===== src/rtl/symbol_feeder_if.sv =====
// Handshake/data bundle between a symbol_feeder and whatever loads it.
// The loader is the master (start/word/pause); the feeder is the slave.
interface symbol_feeder_if #(
  parameter int WORD_W = 18
) ();
  logic              start;
  logic [WORD_W-1:0] word;
  logic              pause;
  logic [1:0]        a;
  logic              a_valid;
  logic              busy;
  logic              done;
  logic [3:0]        sym_idx;

  modport master (
    output start, word, pause,
    input  a, a_valid, busy, done, sym_idx
  );

  modport slave (
    input  start, word, pause,
    output a, a_valid, busy, done, sym_idx
  );
endinterface


===== src/rtl/symbol_feeder.sv =====
// symbol_feeder: serialises a loaded word into 2-bit symbols on a, each held HOLD un-paused cycles.
// Define SYM_FEEDER_PARITY_EN to append a parity symbol {^odd bits, ^even bits} after the data.
//
// state | meaning
// IDLE  | waiting for start; outputs at idle values
// SEND  | emitting symbols; hold counter advances on cycles with pause=0
// DONE  | single cycle with done=1, busy=1, a_valid=0; then IDLE
module symbol_feeder #(
  parameter int         WORD_W    = 18,
  parameter int         HOLD      = 2,
  parameter bit         MSB_FIRST = 1'b1,
  parameter logic [1:0] IDLE_SYM  = 2'b00
) (
  input  logic           clk,
  input  logic           reset,
  symbol_feeder_if.slave bus
);

  localparam int N_DATA = WORD_W / 2;
`ifdef SYM_FEEDER_PARITY_EN
  localparam int N_SYM = N_DATA + 1;
  localparam logic [3:0] IDX_LAST_DATA = 4'(N_DATA - 1);
`else
  localparam int N_SYM = N_DATA;
`endif
  localparam int CNT_W = (HOLD > 1) ? $clog2(HOLD) : 1;
  localparam logic [CNT_W-1:0] CNT_LAST = CNT_W'(HOLD - 1);
  localparam logic [3:0] IDX_LAST = 4'(N_SYM - 1);

  typedef enum logic [1:0] {
    S_IDLE = 2'd0,
    S_SEND = 2'd1,
    S_DONE = 2'd2
  } state_t;

  state_t            state_q, state_d;
  logic [WORD_W-1:0] sr_q, sr_d;
  logic [CNT_W-1:0]  cnt_q, cnt_d;
  logic [3:0]        idx_q, idx_d;
  logic [1:0]        a_q, a_d;
  logic              av_q, av_d;
  logic              busy_q, busy_d;
  logic              done_q, done_d;
`ifdef SYM_FEEDER_PARITY_EN
  logic [1:0]        par_q, par_d;
`endif

  function automatic logic [1:0] head_sym(input logic [WORD_W-1:0] v);
    if (MSB_FIRST) return v[WORD_W-1 -: 2];
    else           return v[1:0];
  endfunction

  function automatic logic [WORD_W-1:0] shift_out(input logic [WORD_W-1:0] v);
    if (MSB_FIRST) return v << 2;
    else           return v >> 2;
  endfunction

`ifdef SYM_FEEDER_PARITY_EN
  function automatic logic [1:0] parity_of(input logic [WORD_W-1:0] v);
    logic odd_x, even_x;
    odd_x  = 1'b0;
    even_x = 1'b0;
    for (int i = 0; i < WORD_W; i += 2) begin
      even_x = even_x ^ v[i];
      odd_x  = odd_x ^ v[i+1];
    end
    return {odd_x, even_x};
  endfunction
`endif

  always_ff @(posedge clk or negedge reset) begin
    if (!reset) begin
      state_q <= S_IDLE;
      sr_q    <= '0;
      cnt_q   <= '0;
      idx_q   <= '0;
      a_q     <= IDLE_SYM;
      av_q    <= 1'b0;
      busy_q  <= 1'b0;
      done_q  <= 1'b0;
`ifdef SYM_FEEDER_PARITY_EN
      par_q   <= '0;
`endif
    end else begin
      state_q <= state_d;
      sr_q    <= sr_d;
      cnt_q   <= cnt_d;
      idx_q   <= idx_d;
      a_q     <= a_d;
      av_q    <= av_d;
      busy_q  <= busy_d;
      done_q  <= done_d;
`ifdef SYM_FEEDER_PARITY_EN
      par_q   <= par_d;
`endif
    end
  end

  always_comb begin
    state_d = state_q;
    sr_d    = sr_q;
    cnt_d   = cnt_q;
    idx_d   = idx_q;
    a_d     = a_q;
    av_d    = av_q;
    busy_d  = busy_q;
    done_d  = 1'b0;
`ifdef SYM_FEEDER_PARITY_EN
    par_d   = par_q;
`endif

    unique case (state_q)
      S_IDLE: begin
        a_d    = IDLE_SYM;
        av_d   = 1'b0;
        busy_d = 1'b0;
        idx_d  = '0;
        cnt_d  = '0;
        if (bus.start) begin
          state_d = S_SEND;
          sr_d    = bus.word;
          a_d     = head_sym(bus.word);
          av_d    = 1'b1;
          busy_d  = 1'b1;
`ifdef SYM_FEEDER_PARITY_EN
          par_d   = parity_of(bus.word);
`endif
        end
      end

      S_SEND: begin
        if (!bus.pause) begin
          if (cnt_q == CNT_LAST) begin
            cnt_d = '0;
            if (idx_q == IDX_LAST) begin
              state_d = S_DONE;
              done_d  = 1'b1;
              av_d    = 1'b0;
              a_d     = IDLE_SYM;
            end else begin
              idx_d = idx_q + 4'd1;
              sr_d  = shift_out(sr_q);
`ifdef SYM_FEEDER_PARITY_EN
              // the symbol after the last data symbol is the parity captured at start
              if (idx_q == IDX_LAST_DATA) a_d = par_q;
              else                        a_d = head_sym(shift_out(sr_q));
`else
              a_d = head_sym(shift_out(sr_q));
`endif
            end
          end else begin
            cnt_d = cnt_q + CNT_W'(1);
          end
        end
      end

      S_DONE: begin
        state_d = S_IDLE;
        busy_d  = 1'b0;
        idx_d   = '0;
        a_d     = IDLE_SYM;
        av_d    = 1'b0;
      end

      default: begin
        state_d = S_IDLE;
        busy_d  = 1'b0;
        idx_d   = '0;
        a_d     = IDLE_SYM;
        av_d    = 1'b0;
      end
    endcase
  end

  assign bus.a       = a_q;
  assign bus.a_valid = av_q;
  assign bus.busy    = busy_q;
  assign bus.done    = done_q;
  assign bus.sym_idx = idx_q;

endmodule


===== src/flat_wrapper.sv =====
// flat-port wrapper written by rule: the top's interface ports become plain ports
module symbol_feeder_flat 
#(
  parameter int         WORD_W    = 18,
  parameter int         HOLD      = 2,
  parameter bit         MSB_FIRST = 1'b1,
  parameter logic [1:0] IDLE_SYM  = 2'b00
)
  (clk, reset, bus_start, bus_word, bus_pause, bus_a, bus_a_valid, bus_busy, bus_done, bus_sym_idx);
  symbol_feeder_if #(.WORD_W(WORD_W)) bus_i ();
  input  logic clk;
  input  logic reset;
  input wire logic [$bits(bus_i.start)-1:0] bus_start;
  input wire logic [$bits(bus_i.word)-1:0] bus_word;
  input wire logic [$bits(bus_i.pause)-1:0] bus_pause;
  output wire logic [$bits(bus_i.a)-1:0] bus_a;
  output wire logic [$bits(bus_i.a_valid)-1:0] bus_a_valid;
  output wire logic [$bits(bus_i.busy)-1:0] bus_busy;
  output wire logic [$bits(bus_i.done)-1:0] bus_done;
  output wire logic [$bits(bus_i.sym_idx)-1:0] bus_sym_idx;
  assign bus_i.start = bus_start;
  assign bus_i.word = bus_word;
  assign bus_i.pause = bus_pause;
  assign bus_a = bus_i.a;
  assign bus_a_valid = bus_i.a_valid;
  assign bus_busy = bus_i.busy;
  assign bus_done = bus_i.done;
  assign bus_sym_idx = bus_i.sym_idx;
  symbol_feeder #(.WORD_W(WORD_W), .HOLD(HOLD), .MSB_FIRST(MSB_FIRST), .IDLE_SYM(IDLE_SYM)) u_core (.clk(clk), .reset(reset), .bus(bus_i));
endmodule

===== config.mk =====
export PLATFORM = sky130hd
export DESIGN_NAME = symbol_feeder_flat
export DESIGN_NICKNAME = d
export VERILOG_FILES = /design/src/rtl/symbol_feeder_if.sv /design/src/rtl/symbol_feeder.sv /design/src/flat_wrapper.sv
export SDC_FILE = /design/constraint.sdc
export NUM_CORES = 1
export LEC_CHECK = 0
export ABC_AREA = 1
export CORE_MARGIN = 4
export CORE_UTILIZATION = 50
export DETAILED_ROUTE_END_ITERATION = 12
export PLACE_DENSITY = 0.82
export SLEW_MARGIN = 10
export SYNTH_ARGS = -nofsm -noshare
export SYNTH_HDL_FRONTEND = slang
export SYNTH_SLANG_ARGS = --single-unit
export TNS_END_PERCENT = 10

===== constraint.sdc =====
create_clock -name clk -period 1.9 [get_ports clk]
set_input_delay 0.285 -clock clk [delete_from_list [all_inputs] [get_ports clk]]
set_output_delay 0.285 -clock clk [all_outputs]
set_load 0.02 [all_outputs]

# == Word level (Yosys, flattened, before mapping) ==
# Cells that the tools add are included.
# totals
regBits,28
elab_cells,57
# classes
n_addsub,2
n_eq_ne,7
mux,32
reduce_logical,8
# op_table
operator,n
16-bit 2-to-1 mux,4
16-bit one-hot mux with 2 select lines,1
2-bit 2-to-1 mux,8
4-bit 2-to-1 mux,4
1-bit 2-to-1 mux,10
2-bit one-hot mux with 2 select lines,2
2-bit != test (second input constant),3
1-bit one-hot mux with 2 select lines,3
3-bit AND reduction,2
5-bit AND reduction,1
4-bit by 1-bit adder with 4-bit output (second input constant),1
4-bit == test (second input constant),1
2-bit by 1-bit != test with 1-bit output (second input constant),2
2-bit AND reduction,2
4-bit AND reduction,1
2-bit by 1-bit == test with 1-bit output (second input constant),1
2-bit zero test,1
2-bit nonzero test,1
1-bit adder (second input constant),1

# == Longest topological paths before layout ==
# Gate-level depths: netlist (run 1).
# depth
depth_word,5
depth_mapped,9
depth_no_buf,8

# == Worst setup path before layout (run 1) ==
# No wires, ideal clock.
# synth_timing
path_type,flip-flop to flip-flop
startpoint,register u_core.idx_q[0] (netlist: u_core.bus.sym_idx[0])
endpoint,register u_core.sr_q[10]
arrival_ns,1.405
required_time_ns,1.782
slack_ns,0.377
stages_incl_launch_ff,10
synth_period_minus_slack_ns,1.523
path_cell_list,dfrtp_1 inv_1 ha_1 nand2_1 nor2_1 nand2_1 buf_4 buf_6 nand4_1 nand2_1
# synth_between
elab_chain_cells,3
# synth_rtl
element,line,text
start: declaration,symbol_feeder.sv:39,"logic [3:0] idx_q, idx_d;"
start signal: assignment,symbol_feeder.sv:88,idx_q <= idx_d;
4-bit == test,symbol_feeder.sv:135,if (idx_q == IDX_LAST) begin
2-bit != test (no line),-,
5-bit AND reduction (no line),-,
end signal: assignment,symbol_feeder.sv:86,sr_q <= sr_d;
end: declaration,symbol_feeder.sv:37,"logic [WORD_W-1:0] sr_q, sr_d;"
# No other way between the ends.
# A chain may end at the register's enable or synchronous reset.

# == Final worst setup path (run 1) ==
# layout_timing
startpoint,register u_core.idx_q[2] (netlist: u_core.bus.sym_idx[2])
endpoint,output bus_sym_idx[2]
# layout_lines
element,line,text
end: declaration,flat_wrapper.sv:20,output wire logic [$bits(bus_i.sym_idx)-1:0] bus_sym_idx;
# No word-level cell between the ends.

==> qor.log, run 1 <==
INFO  sta            count_of_pins_over_their_slew_limit=0
INFO  cells_and_area drive_above_1_share=7.08%
INFO  cts            cts_tree=yes
INFO  drt            drt_pre_antenna_iters=4
INFO  yosys          ys_warn_count=0
INFO  drt            route.detailed.wl_per_inst=11.8µm
INFO  cts            hold_buffers_post_cts=0
INFO  yosys          synth_seq_area_share=48.1%
INFO  sta            setup_violations=0
INFO  pwr            power=2.58mW
INFO  cells_and_area diodes=0
INFO  cts            cts-buffers-inserted=3
INFO  sta            final-hold-violation-count=0
INFO  drt            postRouteAntennaNets=0
INFO  drt            drt-total-wl=3030µm
INFO  drt            drt_drc_violations_left=0
INFO  critical_path  worst-r2r-setup-slack=320ps
INFO  status         run_status=complete, no violations
INFO  floorplanning  overall_die_area=3840µm²
INFO  critical_path  crit_path_cell_trace=clkdlybuf4s50_1
INFO  yosys          cell_type_contributing_the_most_total_cell_area_after_synthesis=dfrtp_1
INFO  pwr            static_leakage_power=0.985nW
INFO  yosys          synth.net_count=219
INFO  critical_path  number_of_gates_on_the_worst_path_with_buffers_counted=1
INFO  sta            slew_headroom=68.5%
INFO  yosys          netlist_instances=195
INFO  cts            cts_root_buf=clkbuf_4
INFO  critical_path  setup.worst_path.end_class=primary output
INFO  cts            cts.path.max_buffers=2
INFO  critical_path  slowest_stage=clkdlybuf4s50_1
INFO  sta            post-route-min-period=1740ps
INFO  global_routing globalRouteTotalUtil=17.5%
INFO  pwr            ir_worst_vdd=0.938mV
INFO  sta            tightest_pin_transition=471ps
INFO  floorplanning  fp.coreArea=2780µm²
INFO  floorplanning  die_h=62.0µm
INFO  cells_and_area fillers=260
INFO  drt            post_drt_via_cell_ratio=5.13
INFO  sta            tns=0ps
INFO  yosys          synth_seq_cells=28
INFO  flow_run       drv_cap=0
INFO  cells_and_area areaGrowthSynthToFinish=25.9%
INFO  critical_path  timing.critical_path.arrival=1450ps
INFO  sta            final_min_period_over_clock_period=91.5%
INFO  cts            register_clock_pin_slew_on_the_reported_worst_setup_and_hold_paths=160ps
INFO  cts            worstSkewPairLatency=330ps
INFO  yosys          post_synth_instance_area=1460µm²
INFO  cells_and_area layout.nets=251
INFO  global_routing grt_antenna_before_repair=0
INFO  sta            maximum_achievable_frequency=575MHz
INFO  critical_path  timing.critical_path.required=1620ps
INFO  critical_path  worst_setup_path_endpoint=bus_sym_idx[2]
INFO  yosys          yosys-top-cells-area=dfrtp_1 (48%), nand2_1 (27%), nand4_1 (7.3%), nand3_1 (2.4%), inv_1 (2.3%)
INFO  critical_path  cp_slowest_stage_delay=640ps
INFO  critical_path  path_max_fanout=7
INFO  critical_path  timing.rr.end=u_core.sr_q[1]
INFO  drt            first_iter_violations=50
INFO  floorplanning  start_util=52.4%
INFO  global_routing first_pass_grt_wire_length=5060µm
INFO  critical_path  r2r.worst_path.cells=8
INFO  sta            timing.clock.skew=15.9ps
INFO  sta            final_critical_path_setup_slack=162ps
INFO  yosys          post_synth_top_area_share=48.1%
INFO  critical_path  critical_path.startpoint=u_core.bus.sym_idx[2]
INFO  global_routing global_route.overflow_total=0
INFO  critical_path  crit_family=buffers and inverters
INFO  pwr            power-per-cell-area=1400nW/µm²
INFO  cts            clock_tree.htree_level_count=1
INFO  placement      pre_cts_slack=261ps
INFO  critical_path  critical_path.n_buffers_inverters=1
INFO  critical_path  path_class=flop to primary output
INFO  placement      detailed_place_hpwl=2130µm
INFO  global_routing vias_in_the_first_global_route=1155
INFO  cts            postCtsResizedCells=0
INFO  floorplanning  io-pin-count=31
INFO  critical_path  timing.critical_path.from_type=flop
INFO  yosys          synthDistinctLibCells=18
INFO  cts            cts.sinks=28
INFO  placement      port_buffers=30
INFO  cts            cts_setup_buffers=0
INFO  drt            route.vias.total=1319
INFO  worst_hold_path worst_hold_path_class=input pin to async pin
INFO  yosys          synthesis.area_per_instance=7.48µm²
INFO  floorplanning  floorplan.die.width=62.0µm
INFO  placement      final_weighted_congestion_in_routability_driven_placement=0.781
INFO  sta            fin_worst_hold_slack=298ps
INFO  critical_path  worst_r2r_startpoint=u_core.bus.sym_idx[0]
INFO  global_routing grt_max_degree=29
INFO  sta            rsz0062_at_grt=no
INFO  floorplanning  fp-row-count=19
kinds of logic after synthesis:
group / Yosys count / synth area share (%)
AOI/OAI and AO/OA: 5 / 1.72
xor gates and xnor gates: 1 / 0.601
adders and majority gates: 2 / 1.72
buffers and inverters: 19 / 6.35
DFF: 28 / 48.1
and+or+nand+nor: 140 / 41.5
cell usage after synthesis:
library cell and n:
inv_1 9, dfrtp_1 28, buf_2 5, nand4_1 17, nand2_2 2, nand2_1 103, nor2_4 1, nor2_1 7
xor2_1 1, o21ai_0 4, buf_6 1, nand3b_1 1, buf_4 2, inv_2 2, a21oi_1 1, ha_1 2
nand3_1 7, nand3_2 2
metrics by stage:
step | util [%] | std cells | instance area (µm²)
after floorplan | - | 195 | 1460
after global placement | 64.1 | 253 | 1780
after detailed placement | 64.1 | 253 | 1780
after CTS | 66.0 | 257 | 1840
after global routing | 66.0 | 257 | 1840
final | 66.0 | 257 | 1840
report_power, final:
group	total [mW]	internal (mW)	switching [mW]
Clock	0.385	0.213	0.172
Combinational	1.23	0.475	0.757
Sequential	0.959	0.807	0.152
flip-flops by register name, summed over array words and instances (netlist names):
register / cells
u_core.bus.a: 2
u_core.bus.a_valid: 1
u_core.bus.busy: 1
u_core.bus.done: 1
u_core.bus.sym_idx: 4
u_core.cnt_q: 1
u_core.sr_q: 16
u_core.state_q: 2
routing by layer:
layer / track usage [%] / share of wire, % / routed length [µm]
met5: 0 / 0 / 0
met2: 27.5 / 44 / 1340
met3: 3.93 / 5.5 / 168
met4: 3.64 / 0.69 / 21
met1: 24.8 / 50 / 1500
worst min-delay path by stage:
stage                                from  slack, ps  cells after the start         endpoint
final                               reset        300                      2   u_core.sr_q[4]
after global placement    u_core.bus.a[0]        460                      2  u_core.bus.a[0]
after CTS                           reset        310                      2   u_core.sr_q[4]
after detailed placement  u_core.sr_q[11]        470                      2  u_core.sr_q[11]
after floorplan                     reset        -10                      0  u_core.bus.a[0]
after global routing                reset        320                      2   u_core.sr_q[4]
area by class of cell:
type | instances | area, µm² | share of cell area (%)
sequential | 28 | 701 | 38.2
tap | 31 | 38.8 | 2.11
timing repair buffer | 35 | 338 | 18.4
inverter | 11 | 41.3 | 2.25
clock inverter | 1 | 30.0 | 1.64
multi-input combinational | 148 | 664 | 36.2
clock buffer | 3 | 22.5 | 1.23
cells in the final DEF (no fill, tap or decap):
cell type	n
nand4_1	17
clkdlybuf4s50_1	30
xor2_1	1
nor2_1	7
a21oi_1	1
nand3_2	2
inv_1	9
dfrtp_1	28
nand2_1	103
nand3b_1	1
clkbuf_4	3
bufinv_16	1
nor2_4	1
buf_4	5
o21ai_0	4
inv_2	2
nand2_2	2
nand3_1	7
ha_1	2
(Power assumes the default switching activity.)
==> run 2: changes to the inputs <==
--- a/config.mk
+++ b/config.mk
@@ -9,6 +9,7 @@
 export CORE_MARGIN = 4
 export CORE_UTILIZATION = 50
 export DETAILED_ROUTE_END_ITERATION = 12
+export MAX_ROUTING_LAYER = met4
 export PLACE_DENSITY = 0.82
 export SLEW_MARGIN = 10
 export SYNTH_ARGS = -nofsm -noshare
==> results of run 2 <==
No change in the layout: final DEF, timing and power equal those of run 1.
Among the figures that moved: final weighted congestion in routability-driven placement 0.781 -> 0.792; overall routing resource usage 17.5% -> 18.0%
==> edit 1: new RTL, config.mk and constraints of run 2 <==
Make the reset (`reset`) synchronous in one clocked block.
--- a/src/rtl/symbol_feeder.sv
+++ b/src/rtl/symbol_feeder.sv
@@ -69,5 +69,5 @@
 `endif
 
-  always_ff @(posedge clk or negedge reset) begin
+  always_ff @(posedge clk) begin
     if (!reset) begin
       state_q <= S_IDLE;
Behaviour: differs if reset is asserted again (counterexample within 4 cycles, from zero or initial values and one cycle with reset low); with reset held inactive, the same outputs for 10 cycles.
==> edit 1 against run 2 <==
Sequential cell count unchanged. Critical endpoint unchanged. Worst setup slack improved by 60 ps. Count of clock-buffer cells in the layout grew 1. Synthesized area rose by 3.7%. Die area is 3.2% higher. Routed wire length is 2.0% lower. Final area grew 0.48%. Clock skew decreased by 12 ps.
Power is not compared: it rests on default switching activity, and its combinational part moved more than twofold at a synthesized area within 25%.
==> edit 1: results <==
export IMPL_grtUsageMet2_pct=25.6
export IMPL_grt_pass1_wl_um=5090
export IMPL_min_path_type="reg2reg"
export IMPL_grt_pass1_vias=1244
export IMPL_finalClockSkew_ps=4.32
export IMPL_synth_nets=248
export IMPL_largest_reg_flops=16
export IMPL_grt_max_degree=30
export IMPL_synth_cells=224
export IMPL_met1Wirelength_um=1400
export IMPL_crit_fanout=5
export IMPL_dp_hpwl_um=2210
export IMPL_cpMaxStageDelayCell="clkdlybuf4s50_1"
export IMPL_relSlewSlack_pct=79.5
export IMPL_synth_async_sr_flop_share_pct=0
export IMPL_synth_seq_area_share_pct=37.1
export IMPL_grt_util_met3_pct=4.32
export IMPL_route_detailed_wl_per_inst_um=10.6
export IMPL_synth_commonest_cells="66 x nand2_1, 37 x nand3_1, 28 x dfxtp_1"
export IMPL_yosysUniqueCellTypes=21
export IMPL_post_place_ws_ps=323
export IMPL_synthTopCellsByArea="dfxtp_1 37%, nand2_1 16%, nand3_1 12%, inv_1 6.5%, a21oi_2 5.8%"
export IMPL_placed_area_sq_um=1810
export IMPL_critPathArrivalTime_ps=1390
export IMPL_ys_flop_type="dfxtp_1"
export IMPL_met3_length_um=153
export IMPL_drive_gt1_share_pct=10.0
export IMPL_track_usage_pct=15.8
export IMPL_run_status="finished, final reports clean"
export IMPL_wl_met2_um=1380
export IMPL_use_met1_pct=18.8
export IMPL_drt_iter0_markers=69
export IMPL_final_cells=281
edit 1: changes by cell type after synthesis, moves of 10 or more:
cell / run 2 / this run
nand2_1: 103 / 66
nand3_1: 7 / 37
dfrtp_1: 28 / 0
dfxtp_1: 0 / 28
inv_1: 9 / 26
nand4_1: 17 / 0
nor2_1: 7 / 21
a21oi_1: 1 / 11
a21oi_2: 0 / 10
edit 1: worst paths after layout:
kind	from	to	slack, ps	cells after the start
setup / recovery	u_core.bus.sym_idx[2]	bus_sym_idx[2]	220	1
hold / removal	u_core.bus.a[1]	u_core.bus.a[1]	470	2
setup reg to reg	u_core.state_q[1]	u_core.sr_q[0]	350	7
hold reg to reg	u_core.bus.a[1]	u_core.bus.a[1]	470	2
edit 1: tightest hold or removal path: stages (launching register included):
cell and delay, ps:
dfxtp_1 340, nand2_1 60, a21oi_1 50
edit 1: logic make-up after synthesis:
kind of cell | after synthesis | synth area share, %
simple gates | 128 | 36.2
buf+inv | 40 | 13.4
compound gates | 26 | 11.7
fa+ha+maj | 2 | 1.66
flops | 28 | 37.1
edit 1: area by class of cell:
type	count	area [sq um]
clock buffers	4	36.3
fillers	268	985
inverters	28	105
multi-input cells	156	748
flip-flops and latches	28	561
well taps	31	38.8
repair buffers	34	355
edit 1: power groups by stage:
stage | clock [mW] | sequential [mW] | combinational [mW]
CTS | 0.300 | 0.668 | 0.333
global placement | 0 | 0.678 | 0.326
detailed placement | 0 | 0.680 | 0.331
global route | 0.315 | 0.674 | 0.373
floorplan | 0 | 0.678 | 0.246
finish | 0.290 | 0.667 | 0.330
==> edit 2: new RTL, config.mk and constraints of run 2 <==
Without the edit above. `WORD_W` is set to 18 in 3 places; all go to 26.
--- a/src/rtl/symbol_feeder_if.sv
+++ b/src/rtl/symbol_feeder_if.sv
@@ -2,5 +2,5 @@
 // The loader is the master (start/word/pause); the feeder is the slave.
 interface symbol_feeder_if #(
-  parameter int WORD_W = 18
+  parameter int WORD_W = 26
 ) ();
   logic              start;
--- a/src/rtl/symbol_feeder.sv
+++ b/src/rtl/symbol_feeder.sv
@@ -7,5 +7,5 @@
 // DONE  | single cycle with done=1, busy=1, a_valid=0; then IDLE
 module symbol_feeder #(
-  parameter int         WORD_W    = 18,
+  parameter int         WORD_W    = 26,
   parameter int         HOLD      = 2,
   parameter bit         MSB_FIRST = 1'b1,
--- a/src/flat_wrapper.sv
+++ b/src/flat_wrapper.sv
@@ -2,5 +2,5 @@
 module symbol_feeder_flat 
 #(
-  parameter int         WORD_W    = 18,
+  parameter int         WORD_W    = 26,
   parameter int         HOLD      = 2,
   parameter bit         MSB_FIRST = 1'b1,
Interface: changed (resized bus_word); port bits go from 31 to 39. No check against the original RTL was run, so the function may have changed too.
==> edit 2 against run 2 <==
Worst setup slack improved by 59 ps. Sequential power grew 22%. Synthesized area grew 27%. Sequential cell count rose by 8. Synthesized cell count increased by 28%. Clock skew is 9.0 ps lower. Power up 16%. Core utilization increased by 2.5 points. Routed wire length grew 25%. Die area is 23% higher. Via count is 24% higher. Final area is 28% higher.
==> edit 2: results <==
export IMPL_dp_hpwl_um=2570
export IMPL_ys_warn_count=0
export IMPL_synth_nets=281
export IMPL_r2r_end="u_core.sr_q[12]"
export IMPL_largest_reg_flops=24
export IMPL_cts_root_buf="clkbuf_8"
export IMPL_cpMaxStageDelayCell="clkdlybuf4s50_1"
export IMPL_synth_seq_area_share_pct=48.7
export IMPL_finalClockSkew_ps=6.85
export IMPL_n_all_buffers=43
export IMPL_clock_buffers=7
export IMPL_vias=1635
export IMPL_run_status="finished, final reports clean"
export IMPL_ir_drop_uv=627
export IMPL_synth_commonest_cells="139 x nand2_1, 36 x dfrtp_1, 30 x nand3_1"
export IMPL_synthTopCellsByArea="dfrtp_1 49%, nand2_1 28%, nand3_1 8.1%, buf_6 2.4%, inv_1 1.6%"
export IMPL_track_usage_pct=18.4
export IMPL_diodes=0
export IMPL_nFillCells=306
export IMPL_yosysTopAreaCellShare_pct=48.7
export IMPL_clockNetworkAreaShare_pct=5.36
export IMPL_multi_input_area_share_pct=34.7
export IMPL_grt_pass1_vias=1489
export IMPL_io_buffers=38
export IMPL_clkSlewWorstSetupHoldPaths_ps=70
export IMPL_globalplace_congestion=0.860
export IMPL_drive_gt1_share_pct=7.29
export IMPL_placed_area_sq_um=2230
export IMPL_regArea_sq_um=901
export IMPL_multi_input_cells=191
export IMPL_yosysUniqueCellTypes=19
export IMPL_leakage_nw=1.31
export IMPL_grt_pass1_wl_um=6270
export IMPL_buffer_area_share_pct=17.7
export IMPL_htree_levels=2
export IMPL_ff2ff_path_depth=7
export IMPL_cts_buffers=5
export IMPL_clk_latency_ps=290
export IMPL_flops_and_latches=36
export IMPL_tightest_slew_ps=457
export IMPL_inv_count=10
export IMPL_grt_max_degree=37
export IMPL_rrSetupSlack_ps=370
edit 2: cells by family after synthesis:
group | count (synthesis) | synth area share, %
adders and majority gates | 2 | 1.35
DFF | 36 | 48.7
and+or+nand+nor | 186 | 42.1
AOI/OAI and AO/OA | 3 | 0.812
buffers and inverters | 22 | 7.04
edit 2: power breakdown:
group	switching (mW)	internal, mW	total [mW]
Sequential	0.161	1.00	1.17
Combinational	0.633	0.462	1.10
Clock	0.271	0.463	0.734
Total	1.07	1.93	2.99
edit 2: layer usage:
metal / share of wire (%) / global-route usage [%]
met1: 45 / 22.3
met2: 48 / 29.9
met3: 5.2 / 3.40
met4: 1.7 / 8.03
met5: 0 / -
edit 2: metrics by stage:
stage | hold WS [ps] | power [mW] | worst slack, ps | cells
floorplan | -10.6 | 1.93 | 483 | 249
global placement | 461 | 2.25 | 263 | 326
detailed placement | 461 | 2.28 | 252 | 326
CTS | 429 | 3.02 | 212 | 334
global route | 458 | 3.22 | 174 | 334
finish | 407 | 2.99 | 221 | 334
